`src/rtl/pipe_ctrl_pkg.sv`:
```
// Shared types and constants for the pipeline hazard/flush controller.
package pipe_ctrl_pkg;

    localparam int unsigned RegW      = 5;
    localparam int unsigned FlushCntW = 4;
    localparam logic [2:0]  MemNoLoad = 3'b000;

    typedef enum logic [1:0] {
        StRun,
        StLuStall,
        StMduWait,
        StExcFlush
    } state_e;

endpackage

```
`src/rtl/hazard_detect.sv`:
```
// Combinational load-use and busy-MDU hazard compare for the instruction in ID.
module hazard_detect
    import pipe_ctrl_pkg::*;
#(
    parameter int unsigned REG_W = RegW
) (
    input  logic [REG_W-1:0] id_rs_i,
    input  logic [REG_W-1:0] id_rt_i,
    input  logic             id_use_rs_i,
    input  logic             id_use_rt_i,
    input  logic             id_use_hilo_i,
    input  logic [2:0]       ex_memread_i,
    input  logic [REG_W-1:0] ex_rt_i,
    input  logic             mdu_busy_i,
    output logic             lu_hit_o,
    output logic             mdu_hit_o
);

    always_comb begin
        // A load targeting r0 never produces a value worth waiting for.
        lu_hit_o  = (ex_memread_i != MemNoLoad) && (ex_rt_i != '0) &&
                    ((id_use_rs_i && (id_rs_i == ex_rt_i)) ||
                     (id_use_rt_i && (id_rt_i == ex_rt_i)));
        mdu_hit_o = mdu_busy_i && id_use_hilo_i;
    end

endmodule

```
`src/rtl/pipe_hazard_ctrl.sv`:
```
// Stall/bubble/flush sequencer for PC, IF/ID and ID/EX registers.
// Optional PIPE_HAZARD_STATS_EN adds stall_count/flush_count cycle counters.
module pipe_hazard_ctrl
    import pipe_ctrl_pkg::*;
#(
    parameter int unsigned EXC_FLUSH_CYCLES = 2,
    parameter int unsigned REG_W            = RegW
) (
    input  logic             clk,
    input  logic             reset,
    input  logic [REG_W-1:0] id_rs,
    input  logic [REG_W-1:0] id_rt,
    input  logic             id_use_rs,
    input  logic             id_use_rt,
    input  logic             id_use_hilo,
    input  logic [2:0]       ex_memread,
    input  logic [REG_W-1:0] ex_rt,
    input  logic             ex_branch_taken,
    input  logic             mdu_busy,
    input  logic             exc_req,
    output logic             pc_stall,
    output logic             if_id_stall,
    output logic             if_id_flush,
    output logic             id_lw,
    output logic             id_flush,
    output logic             ctrl
`ifdef PIPE_HAZARD_STATS_EN
    ,
    output logic [31:0]      stall_count,
    output logic [31:0]      flush_count
`endif
);

    localparam logic [FlushCntW-1:0] FlushReload = FlushCntW'(EXC_FLUSH_CYCLES - 1);

    state_e               state_q, state_d;
    logic [FlushCntW-1:0] flush_cnt_q, flush_cnt_d;
    logic                 lu_hit, mdu_hit;
    logic                 stall_c, if_flush_c, id_flush_c, ctrl_c;

    hazard_detect #(
        .REG_W(REG_W)
    ) u_hazard_detect (
        .id_rs_i      (id_rs),
        .id_rt_i      (id_rt),
        .id_use_rs_i  (id_use_rs),
        .id_use_rt_i  (id_use_rt),
        .id_use_hilo_i(id_use_hilo),
        .ex_memread_i (ex_memread),
        .ex_rt_i      (ex_rt),
        .mdu_busy_i   (mdu_busy),
        .lu_hit_o     (lu_hit),
        .mdu_hit_o    (mdu_hit)
    );

    always_comb begin
        state_d     = state_q;
        flush_cnt_d = flush_cnt_q;
        stall_c     = 1'b0;
        if_flush_c  = 1'b0;
        id_flush_c  = 1'b0;
        ctrl_c      = 1'b0;

        if (state_q == StExcFlush) begin
            if_flush_c = 1'b1;
            id_flush_c = 1'b1;
            ctrl_c     = 1'b1;
            if (exc_req) begin
                flush_cnt_d = FlushReload;
                state_d     = (FlushReload != '0) ? StExcFlush : StRun;
            end else if (flush_cnt_q > 1) begin
                flush_cnt_d = flush_cnt_q - 1'b1;
            end else begin
                flush_cnt_d = '0;
                state_d     = StRun;
            end
        end else if (exc_req) begin
            if_flush_c  = 1'b1;
            id_flush_c  = 1'b1;
            ctrl_c      = 1'b1;
            flush_cnt_d = FlushReload;
            state_d     = (FlushReload != '0) ? StExcFlush : StRun;
        end else if (ex_branch_taken) begin
            if_flush_c = 1'b1;
            id_flush_c = 1'b1;
            state_d    = StRun;
        end else begin
            case (state_q)
                StRun: begin
                    if (mdu_hit) begin
                        stall_c = 1'b1;
                        state_d = StMduWait;
                    end else if (lu_hit) begin
                        stall_c = 1'b1;
                        state_d = StLuStall;
                    end
                end
                StMduWait: begin
                    stall_c = mdu_hit;
                    state_d = mdu_hit ? StMduWait : StRun;
                end
                // The bubble is already in ID/EX; the same load must not stall twice.
                default: state_d = StRun;
            endcase
        end
    end

    always_ff @(posedge clk or posedge reset) begin
        if (reset) begin
            state_q     <= StRun;
            flush_cnt_q <= '0;
        end else begin
            state_q     <= state_d;
            flush_cnt_q <= flush_cnt_d;
        end
    end

    // Outputs are gated so they read 0 for the whole time reset is high.
    always_comb begin
        pc_stall    = stall_c & ~reset;
        if_id_stall = stall_c & ~reset;
        id_lw       = stall_c & ~reset;
        if_id_flush = if_flush_c & ~reset;
        id_flush    = id_flush_c & ~reset;
        ctrl        = ctrl_c & ~reset;
    end

`ifdef PIPE_HAZARD_STATS_EN
    always_ff @(posedge clk or posedge reset) begin
        if (reset) begin
            stall_count <= '0;
            flush_count <= '0;
        end else begin
            if (pc_stall) stall_count <= stall_count + 32'd1;
            if (id_flush) flush_count <= flush_count + 32'd1;
        end
    end
`endif

endmodule

```
`config.mk`:
```
export PLATFORM = sky130hd
export DESIGN_NAME = pipe_hazard_ctrl
export DESIGN_NICKNAME = d
export VERILOG_FILES = /design/src/rtl/pipe_ctrl_pkg.sv /design/src/rtl/hazard_detect.sv /design/src/rtl/pipe_hazard_ctrl.sv
export SDC_FILE = /design/constraint.sdc
export NUM_CORES = 1
export LEC_CHECK = 0
export ABC_AREA = 1
export CORE_ASPECT_RATIO = 0.8
export CORE_MARGIN = 1.5
export CORE_UTILIZATION = 34
export DETAILED_ROUTE_END_ITERATION = 12
export PLACE_DENSITY = 0.84
export SLEW_MARGIN = 10
export SYNTH_ARGS = -nofsm -noshare
export SYNTH_HDL_FRONTEND = slang
export SYNTH_SLANG_ARGS = --single-unit
```
`constraint.sdc`:
```
create_clock -name clk -period 1.3 [get_ports clk]
set_clock_uncertainty 0.1 [all_clocks]
set_input_delay 0.13 -clock clk [delete_from_list [all_inputs] [get_ports clk]]
set_output_delay 0.13 -clock clk [all_outputs]
set_load 0.01 [all_outputs]
```
==> summary.md <==
| Metric | Value |
|---|---|
| CTS Buffer Depth | 2 |
| Yosys Warn Count | 0 |
| Critical path class | flip-flop to output port |
| NumNets Final | 185 |
| P&R area growth vs syn | 85.6% |
| Core ar. | 1660 µm² |
| FF+latch count, synth | 6 |
| Max-slew headroom | 79.6% |
| CTS tree | done |
| Number of inserted diodes | 0 |
| Die ar. | 2080 µm² |
| Arrival @ worst endpoint | 1.36 ns |
| DRC viols | 0 |
| Die width | between 50 and 60 µm |
| Total grt overflow | 0 |
| Post-layout min period | ~1.6 ns |
| Vias post-DR | a little over 800 |
| FF+latch area | 150 µm² |
| First-pass GRT wire length | 3.35 mm |
| Clock transition at path regs | ~0.050 ns |
| Crit. Startpoint | state_q[1] |
| Clock sinks | 6 |
| I/O Pins | 32 |
| Avg WL per Cell | 11.8 µm |
| Chip height | slightly above 40 µm |
| Row cnt | 13 |
| I/O Buffers | 31 |
| Pin count of the biggest net entering global routing | 7 |
| Share of total power in sequential cells | 29.7% |
| Switching Fraction | 33.4% |
| Largest family of logic cells by synthesized area | simple AND/OR/NAND/NOR gates |
| Total CTS buffers | 3 |
| XOR/XNOR share of the synthesized area | 2.85% |
| Initial antenna violation count | 0 |
| Crit Path Max Fanout | 3 |
| Vias in the first global route | roughly 850 |
| Finished Core Util | approximately 69% |
| Mux contribution to synthesized area | 0% |
| DP Area | 1050 µm² |
| Static Leak | 0.615 nW |
| Net Count, Synth | 138 |
| Placed insts | 171 |
| Power per cell area | just over 600 nW/µm² |
| Drt first-iter violations | 23 |
| CP Launch Type | flip-flop |
| Final hold violation count | 0 |
| Area share of the largest cell type after synthesis | 24.4% |
| Pins Over Slew Limit | 0 |
| Dominant cells by area after synthesis | dfrtp_1, nand2_1, inv_1, nor2_1, ha_1 |
| Post-Syn Area per Cell | approximately 5.6 µm² |
| Post-route cell area | around 1100 µm² |
| P_int | 0.000465 W |
| Gr usage total | 22.9% |
| Run status | finished, violations left |
| Final WL | 2.09 mm |
| Worst skew pair latency | roughly 0.25 ns |
| Simple-gate area share of the yosys netlist | 42.7% |
| Post-Syn Area | 616 µm² |
| Root Driver | clkbuf_4 |
| Final setup margin | -0.290 ns |
| CP Data Required Time | 1.07 ns |
| Final ANT Viol Nets | 0 |
| Mapped Cells | 110 |
| Hold_buf cts | 0 |
| Reg-to-Reg Start | state_q[0] |
| Max VDD drop | 0.443 mV |
| Vias per std cell | roughly 4.7 |
| Worst-Margin Slew | 0.303 ns |
| Post-Layout Cell Count | 177 |
| First-pass detailed-route iteration total | 4 |
| Setup tns final | -1.46 ns |
| Synth Area in Adders | 4.07% |
| Synth unique cells | 18 |
| Cell accounting for the most synthesized area | dfrtp_1 |
| Share of cells above drive strength 1 | between 30% and 40% |
| Htree depth | 1 |
| RSZ-0062 raised after global routing | yes |
| Initial core utilization | between 30 and 40% |
| Crit share post-route | 122% |
| Fmax | 629 MHz |
| Sw power | 0.000234 W |
| Max_cap viols | 0 |
| Number of fill cells | 135 |
| # setup viols final | 12 |
| Failing checks | setup timing |
| Post-DP HPWL | ~1.5 mm |
| Multi-input logic area | between 400 and 500 µm² |
| Gate power share | 44.9% |
| Hold WC Path Type | input pin to asynchronous set/reset pin |
| Synth Area in Compound Gates | under 10% |
| RePlAce Congestion | 0.802 |
| Seq/Total Area, Yosys | between 20% and 30% |
| Crit end category | output port |
| Clock share of power | 25.4% |
[worst max-delay path: stages, from the launching register on]
cell	delay (ns)
dfrtp_1	0.38
or2_4	0.26
inv_2	0.05
nand3_2	0.07
a21oi_4	0.19
buf_2	0.16
[layer usage]
metal  vias to the layer above  GRT usage, %  routed length, µm
li1                        424             -                  -
met1                       370          20.8                798
met2                        32          49.0               1120
met3                         4          8.03                126
met4                         0          8.78                 41
met5                         -             0                  0
[power by group through the flow]
| stage | logic (W) | registers [W] | clock network (W) |
|---|---|---|---|
| 2_1_floorplan | 0.000119 | 0.000207 | 0 |
| 3_5_place_dp | 0.000274 | 0.000209 | 0 |
| 3_3_place_gp | 0.000263 | 0.000208 | 0 |
| 6_report | 0.000314 | 0.000207 | 0.000177 |
| 5_1_grt | 0.000346 | 0.000209 | 0.000192 |
| 4_1_cts | 0.000298 | 0.000207 | 0.000181 |
[layout make-up]
| cell class | instances | area share [%] |
|---|---|---|
| tap | 22 | 2.41 |
| clock buffer | 3 | 1.97 |
| multi-input combinational | 78 | 40.3 |
| sequential | 6 | 13.1 |
| inverter | 23 | 7.56 |
| timing repair buffer | 45 | 34.6 |
[kinds of logic after synthesis]
group	after synthesis
DFF	6
AOI/OAI and AO/OA	9
buffers and inverters	26
xor gates and xnor gates	2
adders and majority gates	2
and+or+nand+nor	65
[placed cells by master, fill, tap and decap left out]
cell type / n
a21oi_1: 2
a21oi_2: 1
a21oi_4: 1
buf_2: 4
buf_4: 12
buf_6: 4
clkbuf_4: 3
clkdlybuf4s15_1: 3
clkdlybuf4s50_1: 8
dfrtp_1: 6
dlygate4sd2_1: 12
dlymetal6s2s_1: 2
ha_2: 1
ha_4: 1
inv_1: 13
inv_2: 10
nand2_1: 36
nand3_1: 2
nand3_2: 2
nand4_1: 1
nor2_1: 10
nor2_2: 4
nor2_4: 4
nor3_2: 2
nor3_4: 1
nor4_1: 1
o21ai_1: 3
o21ai_2: 1
o31ai_1: 1
or2_2: 1
or2_4: 1
xnor2_1: 1
xor2_1: 1
[stage by stage]
stage / setup slack, ns / power [W] / hold slack [ns]
after global placement: -0.819 / 0.000471 / 0.360
after detailed placement: -0.849 / 0.000483 / 0.366
final: -0.290 / 0.000699 / 0.129
after CTS: -0.259 / 0.000686 / 0.131
after global routing: -0.353 / 0.000747 / 0.153
after floorplan: -0.0150 / 0.000326 / -0.171
[flip-flops by register name (all words and copies together), names as in the netlist]
name,flops
flush_cnt_q,4
state_q,2
[synthesized netlist by cell type]
| cell | number |
|---|---|
| or2_2 | 2 |
| xnor2_1 | 1 |
| o31ai_1 | 1 |
| buf_4 | 3 |
| inv_1 | 22 |
| ha_1 | 2 |
| nor3_1 | 3 |
| inv_2 | 1 |
| nand3_1 | 4 |
| a21oi_2 | 1 |
| nor4_1 | 1 |
| nand2_1 | 36 |
| dfrtp_1 | 6 |
| a21oi_1 | 3 |
| nor2_1 | 18 |
| nand4_1 | 1 |
| xor2_1 | 1 |
| o21ai_0 | 4 |
[path summary, 6_finish.rpt]
check | cells after the start | to | slack [ns]
setup / recovery | 5 | if_id_stall | -0.29
hold / removal | 3 | state_q[0] | 0.13
setup reg to reg | 8 | flush_cnt_q[3] | -0.11
hold reg to reg | 2 | flush_cnt_q[3] | 0.51
max in group asynchronous | 3 | flush_cnt_q[1] | 0.85
min in group clk | 7 | state_q[0] | 0.32
[repair_timing]
item | 4_1_cts | 5_1_grt
buffers inserted | 3 | 1
resized for setup | 68 | 10
endpoints found under the hold margin | 0 | 0
pin swaps | 16 | 11
setup endpoints to repair | 11 | 12
Note: power is estimated with default switching activity, not from simulation.
